--- src/rtl/wb_arb_pkg.sv ---
// Shared types and the round-robin pick function for the Wishbone arbiter.
// Pure declarations; no state, no latency.
package wb_arb_pkg;

    typedef enum logic [0:0] {
        IDLE = 1'b0,
        OWN  = 1'b1
    } arb_state_e;

    // Sized for the largest supported configuration so the package stays parameter-free.
    localparam int MAX_MASTERS = 8;
    localparam int OWNER_W     = $clog2(MAX_MASTERS);

    // First requester found scanning upward from last+1, wrapping at n.
    function automatic logic [OWNER_W-1:0] rr_pick(
        input logic [MAX_MASTERS-1:0] req,
        input logic [OWNER_W-1:0]     last,
        input int                     n
    );
        logic [OWNER_W-1:0] win;
        logic               found;
        int                 idx;
        win   = last;
        found = 1'b0;
        for (int k = 1; k <= MAX_MASTERS; k++) begin
            idx = int'(last) + k;
            if (idx >= n) idx = idx - n;
            if (!found && (k <= n) && req[idx[OWNER_W-1:0]]) begin
                win   = idx[OWNER_W-1:0];
                found = 1'b1;
            end
        end
        return win;
    endfunction

endpackage

--- src/rtl/wb_rr_arbiter_if.sv ---
// Bundles the master-side and slave-side Wishbone signals of the arbiter.
// slave modport is the arbiter's view; master modport is the surrounding agents' view.
interface wb_rr_arbiter_if #(
    parameter int NUM_MASTERS = 4,
    parameter int ADDR_W      = 32,
    parameter int DATA_W      = 32,
    parameter int SEL_W       = 4
);
    logic [NUM_MASTERS-1:0]        m_cyc_i;
    logic [NUM_MASTERS-1:0]        m_stb_i;
    logic [NUM_MASTERS-1:0]        m_we_i;
    logic [NUM_MASTERS-1:0]        m_lock_i;
    logic [NUM_MASTERS*ADDR_W-1:0] m_adr_i;
    logic [NUM_MASTERS*DATA_W-1:0] m_dat_i;
    logic [NUM_MASTERS*SEL_W-1:0]  m_sel_i;
    logic [DATA_W-1:0]             m_dat_o;
    logic [NUM_MASTERS-1:0]        m_ack_o;
    logic [NUM_MASTERS-1:0]        m_err_o;
    logic [NUM_MASTERS-1:0]        m_rty_o;

    logic                          s_cyc_o;
    logic                          s_stb_o;
    logic                          s_we_o;
    logic                          s_lock_o;
    logic [ADDR_W-1:0]             s_adr_o;
    logic [DATA_W-1:0]             s_dat_o;
    logic [SEL_W-1:0]              s_sel_o;
    logic                          s_ack_i;
    logic                          s_err_i;
    logic                          s_rty_i;
    logic [DATA_W-1:0]             s_dat_i;

    logic [NUM_MASTERS-1:0]        grant_o;

    modport slave (
        input  m_cyc_i, m_stb_i, m_we_i, m_lock_i, m_adr_i, m_dat_i, m_sel_i,
        output m_dat_o, m_ack_o, m_err_o, m_rty_o,
        output s_cyc_o, s_stb_o, s_we_o, s_lock_o, s_adr_o, s_dat_o, s_sel_o,
        input  s_ack_i, s_err_i, s_rty_i, s_dat_i,
        output grant_o
    );

    modport master (
        output m_cyc_i, m_stb_i, m_we_i, m_lock_i, m_adr_i, m_dat_i, m_sel_i,
        input  m_dat_o, m_ack_o, m_err_o, m_rty_o,
        input  s_cyc_o, s_stb_o, s_we_o, s_lock_o, s_adr_o, s_dat_o, s_sel_o,
        output s_ack_i, s_err_i, s_rty_i, s_dat_i,
        input  grant_o
    );

endinterface

--- src/rtl/wb_arb_wdog.sv ---
// Per-transfer watchdog: counts unterminated STB cycles, pulses timeout_o when the count hits TIMEOUT.
// Combinational pulse in the same cycle; a slave termination in that cycle suppresses it.
module wb_arb_wdog #(
    parameter int TIMEOUT = 255
) (
    input  logic clk,
    input  logic rst,
    input  logic stb_i,
    input  logic term_i,
    input  logic clear_i,
    output logic timeout_o
);

    localparam logic [15:0] LIMIT = 16'(TIMEOUT);

    logic [15:0] cnt_q, cnt_d;

    assign timeout_o = stb_i && !term_i && (cnt_q == LIMIT);

    always_comb begin
        cnt_d = cnt_q + 16'd1;
        if (clear_i || !stb_i || term_i || timeout_o) begin
            cnt_d = 16'd0;
        end
    end

    always_ff @(posedge clk) begin
        if (rst) begin
            cnt_q <= 16'd0;
        end else begin
            cnt_q <= cnt_d;
        end
    end

endmodule

--- src/rtl/wb_rr_arbiter.sv ---
// Round-robin Wishbone B4 classic arbiter: registered grant, LOCK hold-over, watchdog-forced ERR.
// Grant one cycle after CYC; one idle cycle between owners; no buffering, slave stalls pass straight through.
module wb_rr_arbiter
    import wb_arb_pkg::*;
#(
    parameter int NUM_MASTERS = 4,
    parameter int ADDR_W      = 32,
    parameter int DATA_W      = 32,
    parameter int SEL_W       = 4,
    parameter int TIMEOUT     = 255
) (
    input  logic            clk,
    input  logic            rst,
    wb_rr_arbiter_if.slave  bus
);

    arb_state_e             state_q, state_d;
    logic [OWNER_W-1:0]     owner_q, owner_d;
    logic [OWNER_W-1:0]     last_q,  last_d;
    logic [NUM_MASTERS-1:0] grant_q, grant_d;

    logic [MAX_MASTERS-1:0] req_pad;
    logic [OWNER_W-1:0]     win;
    logic                   own_cyc, own_stb, own_we, own_lock;
    logic [ADDR_W-1:0]      own_adr;
    logic [DATA_W-1:0]      own_dat;
    logic [SEL_W-1:0]       own_sel;
    logic                   raw_stb, stb_live, term, wdog_to;

    assign req_pad = MAX_MASTERS'(bus.m_cyc_i);
    assign win     = rr_pick(req_pad, last_q, NUM_MASTERS);

    always_comb begin
        own_cyc  = 1'b0;
        own_stb  = 1'b0;
        own_we   = 1'b0;
        own_lock = 1'b0;
        own_adr  = '0;
        own_dat  = '0;
        own_sel  = '0;
        for (int i = 0; i < NUM_MASTERS; i++) begin
            if (state_q == OWN && owner_q == OWNER_W'(i)) begin
                own_cyc  = bus.m_cyc_i[i];
                own_stb  = bus.m_stb_i[i];
                own_we   = bus.m_we_i[i];
                own_lock = bus.m_lock_i[i];
                own_adr  = bus.m_adr_i[i*ADDR_W +: ADDR_W];
                own_dat  = bus.m_dat_i[i*DATA_W +: DATA_W];
                own_sel  = bus.m_sel_i[i*SEL_W +: SEL_W];
            end
        end
    end

    assign raw_stb  = own_stb & own_cyc;
    assign term     = bus.s_ack_i | bus.s_err_i | bus.s_rty_i;
    assign stb_live = raw_stb & ~wdog_to;

    wb_arb_wdog #(
        .TIMEOUT (TIMEOUT)
    ) u_wdog (
        .clk       (clk),
        .rst       (rst),
        .stb_i     (raw_stb),
        .term_i    (term),
        .clear_i   (state_q != OWN),
        .timeout_o (wdog_to)
    );

    // A timed-out cycle is withdrawn from the slave for that one cycle.
    assign bus.s_cyc_o  = own_cyc & ~wdog_to;
    assign bus.s_stb_o  = stb_live;
    assign bus.s_we_o   = own_we;
    assign bus.s_lock_o = own_lock;
    assign bus.s_adr_o  = own_adr;
    assign bus.s_dat_o  = own_dat;
    assign bus.s_sel_o  = own_sel;

    assign bus.m_dat_o  = bus.s_dat_i;
    assign bus.m_ack_o  = grant_q & {NUM_MASTERS{bus.s_ack_i & stb_live}};
    assign bus.m_err_o  = grant_q & {NUM_MASTERS{(bus.s_err_i & stb_live) | wdog_to}};
    assign bus.m_rty_o  = grant_q & {NUM_MASTERS{bus.s_rty_i & stb_live}};
    assign bus.grant_o  = grant_q;

    always_comb begin
        state_d = state_q;
        owner_d = owner_q;
        last_d  = last_q;
        grant_d = grant_q;
        case (state_q)
            IDLE: begin
                if (|bus.m_cyc_i) begin
                    state_d = OWN;
                    owner_d = win;
                    last_d  = win;
                    for (int i = 0; i < NUM_MASTERS; i++) begin
                        grant_d[i] = (win == OWNER_W'(i));
                    end
                end
            end
            OWN: begin
                // LOCK alone keeps ownership so a locked sequence cannot be split.
                if (!(own_cyc || own_lock)) begin
                    state_d = IDLE;
                    grant_d = '0;
                end
            end
            default: begin
                state_d = IDLE;
                grant_d = '0;
            end
        endcase
    end

    always_ff @(posedge clk) begin
        if (rst) begin
            state_q <= IDLE;
            owner_q <= '0;
            last_q  <= OWNER_W'(NUM_MASTERS - 1);
            grant_q <= '0;
        end else begin
            state_q <= state_d;
            owner_q <= owner_d;
            last_q  <= last_d;
            grant_q <= grant_d;
        end
    end

endmodule

--- src/flat_wrapper.sv ---
// flat-port wrapper written by rule: the top's interface ports become plain ports
module wb_rr_arbiter_flat import wb_arb_pkg::*;
#(
    parameter int NUM_MASTERS = 4,
    parameter int ADDR_W      = 32,
    parameter int DATA_W      = 32,
    parameter int SEL_W       = 4,
    parameter int TIMEOUT     = 255
)
  (clk, rst, bus_m_cyc_i, bus_m_stb_i, bus_m_we_i, bus_m_lock_i, bus_m_adr_i, bus_m_dat_i, bus_m_sel_i, bus_m_dat_o, bus_m_ack_o, bus_m_err_o, bus_m_rty_o, bus_s_cyc_o, bus_s_stb_o, bus_s_we_o, bus_s_lock_o, bus_s_adr_o, bus_s_dat_o, bus_s_sel_o, bus_s_ack_i, bus_s_err_i, bus_s_rty_i, bus_s_dat_i, bus_grant_o);
  wb_rr_arbiter_if #(.NUM_MASTERS(NUM_MASTERS), .ADDR_W(ADDR_W), .DATA_W(DATA_W), .SEL_W(SEL_W)) bus_i ();
  input  logic clk;
  input  logic rst;
  input wire logic [$bits(bus_i.m_cyc_i)-1:0] bus_m_cyc_i;
  input wire logic [$bits(bus_i.m_stb_i)-1:0] bus_m_stb_i;
  input wire logic [$bits(bus_i.m_we_i)-1:0] bus_m_we_i;
  input wire logic [$bits(bus_i.m_lock_i)-1:0] bus_m_lock_i;
  input wire logic [$bits(bus_i.m_adr_i)-1:0] bus_m_adr_i;
  input wire logic [$bits(bus_i.m_dat_i)-1:0] bus_m_dat_i;
  input wire logic [$bits(bus_i.m_sel_i)-1:0] bus_m_sel_i;
  output wire logic [$bits(bus_i.m_dat_o)-1:0] bus_m_dat_o;
  output wire logic [$bits(bus_i.m_ack_o)-1:0] bus_m_ack_o;
  output wire logic [$bits(bus_i.m_err_o)-1:0] bus_m_err_o;
  output wire logic [$bits(bus_i.m_rty_o)-1:0] bus_m_rty_o;
  output wire logic [$bits(bus_i.s_cyc_o)-1:0] bus_s_cyc_o;
  output wire logic [$bits(bus_i.s_stb_o)-1:0] bus_s_stb_o;
  output wire logic [$bits(bus_i.s_we_o)-1:0] bus_s_we_o;
  output wire logic [$bits(bus_i.s_lock_o)-1:0] bus_s_lock_o;
  output wire logic [$bits(bus_i.s_adr_o)-1:0] bus_s_adr_o;
  output wire logic [$bits(bus_i.s_dat_o)-1:0] bus_s_dat_o;
  output wire logic [$bits(bus_i.s_sel_o)-1:0] bus_s_sel_o;
  input wire logic [$bits(bus_i.s_ack_i)-1:0] bus_s_ack_i;
  input wire logic [$bits(bus_i.s_err_i)-1:0] bus_s_err_i;
  input wire logic [$bits(bus_i.s_rty_i)-1:0] bus_s_rty_i;
  input wire logic [$bits(bus_i.s_dat_i)-1:0] bus_s_dat_i;
  output wire logic [$bits(bus_i.grant_o)-1:0] bus_grant_o;
  assign bus_i.m_cyc_i = bus_m_cyc_i;
  assign bus_i.m_stb_i = bus_m_stb_i;
  assign bus_i.m_we_i = bus_m_we_i;
  assign bus_i.m_lock_i = bus_m_lock_i;
  assign bus_i.m_adr_i = bus_m_adr_i;
  assign bus_i.m_dat_i = bus_m_dat_i;
  assign bus_i.m_sel_i = bus_m_sel_i;
  assign bus_m_dat_o = bus_i.m_dat_o;
  assign bus_m_ack_o = bus_i.m_ack_o;
  assign bus_m_err_o = bus_i.m_err_o;
  assign bus_m_rty_o = bus_i.m_rty_o;
  assign bus_s_cyc_o = bus_i.s_cyc_o;
  assign bus_s_stb_o = bus_i.s_stb_o;
  assign bus_s_we_o = bus_i.s_we_o;
  assign bus_s_lock_o = bus_i.s_lock_o;
  assign bus_s_adr_o = bus_i.s_adr_o;
  assign bus_s_dat_o = bus_i.s_dat_o;
  assign bus_s_sel_o = bus_i.s_sel_o;
  assign bus_i.s_ack_i = bus_s_ack_i;
  assign bus_i.s_err_i = bus_s_err_i;
  assign bus_i.s_rty_i = bus_s_rty_i;
  assign bus_i.s_dat_i = bus_s_dat_i;
  assign bus_grant_o = bus_i.grant_o;
  wb_rr_arbiter #(.NUM_MASTERS(NUM_MASTERS), .ADDR_W(ADDR_W), .DATA_W(DATA_W), .SEL_W(SEL_W), .TIMEOUT(TIMEOUT)) u_core (.clk(clk), .rst(rst), .bus(bus_i));
endmodule
--- config.mk ---
export PLATFORM = sky130hd
export DESIGN_NAME = wb_rr_arbiter_flat
export DESIGN_NICKNAME = d
export VERILOG_FILES = /design/src/rtl/wb_arb_pkg.sv /design/src/rtl/wb_rr_arbiter_if.sv /design/src/rtl/wb_arb_wdog.sv /design/src/rtl/wb_rr_arbiter.sv /design/src/flat_wrapper.sv
export SDC_FILE = /design/constraint.sdc
export NUM_CORES = 1
export LEC_CHECK = 0
export BUFFER_PORTS_ARGS = -buffer_cell sky130_fd_sc_hd__buf_2
export CORE_AREA = 3 3 174 176
export DETAILED_ROUTE_END_ITERATION = 8
export DIE_AREA = 0 0 177 179
export PLACE_DENSITY = 0.38
export SETUP_SLACK_MARGIN = 0.2
export SKIP_CTS_REPAIR_TIMING = 1
export SYNTH_ARGS = -nofsm -noshare
export SYNTH_HDL_FRONTEND = slang
export SYNTH_HIERARCHICAL = 1
export SYNTH_SLANG_ARGS = --single-unit
--- constraint.sdc ---
create_clock -name clk -period 2.4 [get_ports clk]
set_clock_uncertainty 0.05 [all_clocks]
set_input_delay 0.12 -clock clk [delete_from_list [all_inputs] [get_ports clk]]
set_output_delay 0.12 -clock clk [all_outputs]
set_load 0.01 [all_outputs]
* Word level (Yosys, flattened, before mapping)
Index checks and enable logic that the tools add are counted.
** Cells by class
- Equality and inequality tests :: 9
- Reduce and logical (&&, ||, !) cells :: 24
- Add/subtract/negate cells :: 9
- Bitwise operators :: 14
- Mux-type cells :: 53
- Order comparisons :: 8
** Operator list (number)
- $mux W32 :: 8
- $mux W1 :: 25
- $mux W3 :: 8
- $mux W4 :: 6
- $add A16 B1 Y16 const B :: 1
- $eq A16 B8 Y1 const B :: 1
- $ge A4 B3 Y1 const B :: 4
- $lt A3 B4 Y1 const B :: 4
- $and A4 B4 Y4 :: 3
- $bmux W1 S3 :: 4
- $eq A3 B2 Y1 const B :: 4
- $sub A3 B3 Y3 const B :: 4
- $logic_and A1 B1 Y1 :: 9
- $add A3 B2 Y4 const B :: 2
- $pmux W4 S2 :: 1
- $and A1 B1 Y1 :: 6
- $eq A3 B1 Y1 const B :: 2
- $logic_not A3 Y1 :: 2
- $logic_not A1 Y1 :: 5
- $add A3 B1 Y4 const B :: 1
- $add A3 B3 Y4 const B :: 1
- $logic_or A1 B1 Y1 :: 4
- $reduce_and A2 Y1 :: 2
- $reduce_or A4 Y1 :: 1
- 6 further kinds :: 9
** Storage, ports and cells
- Output and inout port bits :: 120
- Flip-flop bits (word level) :: 27
- Input port bits :: 325

* Logic depth before layout (Yosys ltp)
- Word-level depth :: 18
- Depth in mapped cells :: 10
- Gate-level depth less buffers :: 9

* Cells and area by module
The synthesis kept the hierarchy.
** By module, submodules not included
- wb_rr_arbiter :: area an instance 3275.6 um^2, instances 1, cells an instance 319, seq. area each 200.2 um^2
- wb_arb_wdog :: area an instance 745.7 um^2, instances 1, cells an instance 83, seq. area each 320.3 um^2

* Worst setup path before layout
Ideal clock, no wire load.
- Path kind :: register to output
- Start :: reg u_core.owner_q[1]
- End :: out bus_m_ack_o[0]
- Cell stages (with the launch flop) :: 10
- Arrival time :: 2332 ps
- Setup slack :: -102 ps
- Data required time :: 2230 ps
- Cells stage by stage :: dfxtp_1 > mux2_2 > o22ai_1 > a2111oi_0 > nand2b_1 > nor2_1 > or2_2 > a2111oi_2 > nand2_1 > nor2_1
** Between the ends
- Cells in the longest elaborated chain, start to end :: 13
- Elaborated cells between the ends (all ways) :: 23
** Ends and longest elaborated chain
- start, declared :: RTL line wb_rr_arbiter.sv:18 : logic [OWNER_W-1:0] owner_q, owner_d;
- start signal, assigned :: RTL line wb_rr_arbiter.sv:122 : owner_q <= owner_d;
- $logic_not A3 Y1 :: RTL line wb_rr_arbiter.sv:42 : if (state_q == OWN && owner_q == OWNER_W'(i)) begin
- $logic_and A1 B1 Y1 :: RTL line wb_rr_arbiter.sv:42
- $mux W1 (4 in a row) :: RTL line wb_rr_arbiter.sv:42
- $and A1 B1 Y1 * :: RTL line wb_rr_arbiter.sv:54 : assign raw_stb = own_stb & own_cyc;
- via u_core.raw_stb :: RTL line wb_rr_arbiter.sv:28 : logic raw_stb, stb_live, term, wdog_to;
- $logic_and A1 B1 Y1 * (2 in a row) :: RTL line wb_arb_wdog.sv:18 : assign timeout_o = stb_i && !term_i && (cnt_q == LIMIT);
- via u_core.wdog_to :: RTL line wb_rr_arbiter.sv:28
- $not A1 Y1 * :: RTL line wb_rr_arbiter.sv:56 : assign stb_live = raw_stb & ~wdog_to;
- $and A1 B1 Y1 * :: RTL line wb_rr_arbiter.sv:56
- via bus_s_stb_o :: RTL line flat_wrapper.sv:26 : output wire logic [$bits(bus_i.s_stb_o)-1:0] bus_s_stb_o;
- $and A1 B1 Y1 * :: RTL line wb_rr_arbiter.sv:79 : assign bus.m_ack_o = grant_q & {NUM_MASTERS{bus.s_ack_i & stb_live}};
- $and A4 B4 Y4 * :: RTL line wb_rr_arbiter.sv:79
- end, declared :: RTL line flat_wrapper.sv:22 : output wire logic [$bits(bus_i.m_ack_o)-1:0] bus_m_ack_o;
The timed path passes the listed nets; every way through them passes the cells marked *.

* Final worst setup path
- Start :: reg u_core.owner_q[1]
- End :: out bus_m_rty_o[3]
** Between the ends
- Cells in the longest elaborated chain, start to end :: 13
- Elaborated cells between the ends (all ways) :: 23
** Ends and longest elaborated chain
- $logic_not A3 Y1 :: RTL line wb_rr_arbiter.sv:42
- $logic_and A1 B1 Y1 :: RTL line wb_rr_arbiter.sv:42
- $mux W1 (4 in a row) :: RTL line wb_rr_arbiter.sv:42
- $and A1 B1 Y1 * :: RTL line wb_rr_arbiter.sv:54
- via u_core.raw_stb :: RTL line wb_rr_arbiter.sv:28
- $logic_and A1 B1 Y1 * (2 in a row) :: RTL line wb_arb_wdog.sv:18
- via u_core.wdog_to :: RTL line wb_rr_arbiter.sv:28
- $not A1 Y1 * :: RTL line wb_rr_arbiter.sv:56
- $and A1 B1 Y1 * :: RTL line wb_rr_arbiter.sv:56
- $and A1 B1 Y1 * :: RTL line wb_rr_arbiter.sv:81 : assign bus.m_rty_o = grant_q & {NUM_MASTERS{bus.s_rty_i & stb_live}};
- $and A4 B4 Y4 * :: RTL line wb_rr_arbiter.sv:81
- end, declared :: RTL line flat_wrapper.sv:24 : output wire logic [$bits(bus_i.m_rty_o)-1:0] bus_m_rty_o;
Marks and branches as above.

==> results.txt <==
The finished cells cover 0.00668 mm². Launch point of the critical path: u_core/owner_q[1]. The sequential share of power was 0.119; the count of inserted antenna diode cells was 0. The logs give 26 for the number of clock sinks and 0.129 for the sequential-to-total area share from yosys stat. The number of max-cap violations came out at 0. Portion of total power attributed to combinational logic: 0.791. The weighted congestion reported at the end of routability-driven placement is 0.781, and the initial antenna violation count is 2.

The initial standard-cell utilization of the core is 0.140, and the data arrival time at the worst-slack endpoint is 2340 ps. The run gives 97.3 ps as the worst hold slack. The synthesized netlist occupies a cell area of 0.00402 mm². The synthesis warning total was 6.

For the clock insertion delay at the later pin of the skew report, the log shows 260 ps. Grouping stages by cell kind, the critical path spends the most delay in simple AND/OR/NAND/NOR gates. Leaving out fill and tap cells, the most frequent cells in the layout are 376 x buf_2, 72 x mux4_2, 71 x nor2b_1, 25 x nor2_1. The tools report the element type at the critical path start as a register. Setup repair after global routing could not meet its margin everywhere.

The logs give 0 for the count of nets left with antenna violations after detail routing and 0.00637 mm² for the placed standard-cell area. For this run, the post-layout net count is 1083. Including well taps, the total number of placed cells is 1128.

After detailed routing, the total wire length is 22800 µm. The tools report the internal power component as 2890 µW. The synthesized netlist contains 54 unique library cells. The share of post-route cells with drive strength above 1 is 0.710, and the highest attainable clock frequency is 398 MHz. For the via count of the first global-routing pass, the log shows 4733.

For the net switching power, the log shows 2140 µW. In this run the clock root is driven by a clkbuf_16. The routed layout has 4755 vias. During I/O placement, the number of pins put on the boundary was 445. Biggest fanout along the worst timing path: 4. Library cell contributing the largest single delay on the critical path: dfxtp_4. The logs give -113 ps for the final worst setup slack and 2 for the maximum clock insertion buffer count. In this run the power density over the cells is 753 mW/mm². The number of vias per cell is 4.18, and the height of the die is 179 µm. At the worst endpoint, the required time is 2230 ps. The worst setup path is captured at an output port. The actual transition at the worst max-transition pin is 772 ps, and the total number of H-tree levels is 1.

The logs give 19400 µm for the total half-perimeter wirelength after legalization and detailed placement and 730 for the total nets after synthesis. In the final routed layout, each cell accounts on average for 20.0 µm. The total overflow reported by the global router came out at 0.

The tools report the max-slew violation total from the final report as 0. The flow ran to the end, but the final reports show violations. The final-layout fill cell count was 3200; the switching power as a share of total power was 0.425.

The smallest clock period supported by the final layout is computed as 2510 ps. Clock tree synthesis inserted a total of 3 buffers. The sum of buffers and inverters on the critical path is 2.

The analysis attributes to cell leakage a power of 0.00295 µW. The final hold violation count was 0. Logic depth of the worst register-to-register path: 6. In this run the critical register-to-register path is launched from u_core/last_q[1]. In this run the register-to-register setup slack is 280 ps.

The full die area was 0.0317 mm². TritonCTS built the clock tree. The post-synthesis cell count came out at 402. The library cell used most frequently in the layout, excluding fill and tap cells, is buf_2. Period utilization: 1.05. The final reports fail on setup timing. The pre-CTS setup slack was 0.756 ps; the number of flops mapped to enable cells by yosys was 0. Entering global routing, the biggest net connects 72 pins. The first global-routing pass estimated 30100 µm of wire. Worst hold-check path type: in -> reg.

In this run the critical register-to-register path is captured at u_core/bus.grant_o[0]. The number of remaining DRC errors is 0, and the critical path's largest stage delay is 370 ps. The pre-antenna-repair detailed-routing pass consisted of 4 iterations.

From synthesis to final layout, the design area changed by 66.2%. Measured along the x axis, the die boundary spans 177 µm. Setup violations remaining at the end of the flow were counted as 8.

Core area: 0.0288 mm². The most critical setup path has its endpoint at bus_m_rty_o[3]. The most used flip-flop cell after synthesis is dfxtp_1. The critical setup path kind is reg -> out.

The tools report the aggregate global-route resource usage as 0.125. Traced cell by cell, the critical path runs through mux2_4 -> o22ai_4 -> a2111oi_4 -> nand2b_1 -> nor2_2 -> or2_4 -> a2111oi_4 -> buf_6 -> nand2_4 -> nor2_2 -> buf_2. The count of buffers added on input and output ports is 380.

The clock-pin transition on the worst setup and hold timing paths is 70 ps, and the synthesis-stage register bit count is 26. A synthesized cell averages 10.0 µm². Async set or reset register ratio after synthesis: 0. The logs give 0.486 for the max-slew headroom at the worst pin and 1138 for the count of non-filler cells in the finished layout.

In this run the number of cells on the critical path is 11. The detailed router finished its first iteration with 201 violations. The logs give 0.090 for the portion of total power attributed to the clock network and 421 µV for the peak supply drop. The initialized floorplan defines 62 standard-cell rows.
-- cell usage after synthesis, types with 4 or more instances --
library cell	n	share of area
nor2_1	34	0.032
buf_4	34	0.063
nand2b_1	5	0.0078
dfxtp_1	26	0.13
inv_1	11	0.010
nand3_1	5	0.0062
a211oi_1	4	0.0075
buf_2	12	0.015
nand2_1	16	0.015
nor3_1	4	0.0050
a21oi_1	8	0.010
o21ai_0	5	0.0062
clkbuf_1	15	0.014
mux4_2	72	0.40
xor2_1	9	0.020
mux2i_1	4	0.010
nor2b_1	74	0.12
nand4_1	6	0.0093
-- final cells by class --
cell class,count,area (µm²),area share
flip-flops and latches,26,531,0.0794
repair buffers,412,2250,0.337
multi-input cells,301,3280,0.491
inverters,11,41.3,0.00618
well taps,384,480,0.0719
clock buffers,4,100,0.0150
-- state kept, by name, indices dropped and copies added, names as in the netlist --
name / flops
u_core/bus.grant_o: 4
u_core/u_wdog/cnt_q: 16
u_core/owner_q: 3
u_core/state_q: 1
u_core/last_q: 2
-- per-stage QoR --
stage,setup TNS [ps],total power [µW],util
6_report,-855,5030,0.232
5_1_grt,-1720,5400,0.232
4_1_cts,-1860,4890,0.225
3_5_place_dp,0,4400,0.221
3_3_place_gp,0,4440,0.221
2_1_floorplan,0,3130,-
-- kinds of logic after synthesis --
family | synth area share
multiplexers | 0.419
AO/OA/AOI/OAI | 0.0809
adder cells (fa/ha/maj) | 0.00934
buffers and inverters | 0.107
flip-flops | 0.129
XOR/XNOR | 0.0261
AND/OR/NAND/NOR | 0.228
-- how the worst min path moves through the flow --
stage	startpoint	endpoint	slack, ps	depth (start not counted)
after detailed placement	bus_s_dat_i[20]	bus_m_dat_o[20]	190	0
after floorplan	rst	u_core/owner_q[1]	140	1
final	rst	u_core/state_q	100	2
after global placement	bus_s_dat_i[20]	bus_m_dat_o[20]	190	0
after global routing	rst	u_core/owner_q[1]	120	2
after CTS	rst	u_core/state_q	90	2
-- per-layer routing --
layer  vias up  GRT usage  wire (µm)
li1       2185          -          -
met1      2328      0.160       9190
met2       220      0.209      11000
met3        18     0.0445       2350
met4         4     0.0137        190
met5         -          0         27
-- power by group through the flow --
stage	clock network [µW]	logic [µW]	registers, µW
after detailed placement	0	3780	611
final	452	3980	600
after global placement	0	3830	609
after floorplan	0	2560	566
after global routing	482	4300	614
after CTS	470	3820	601
(Power assumes the default switching activity.)
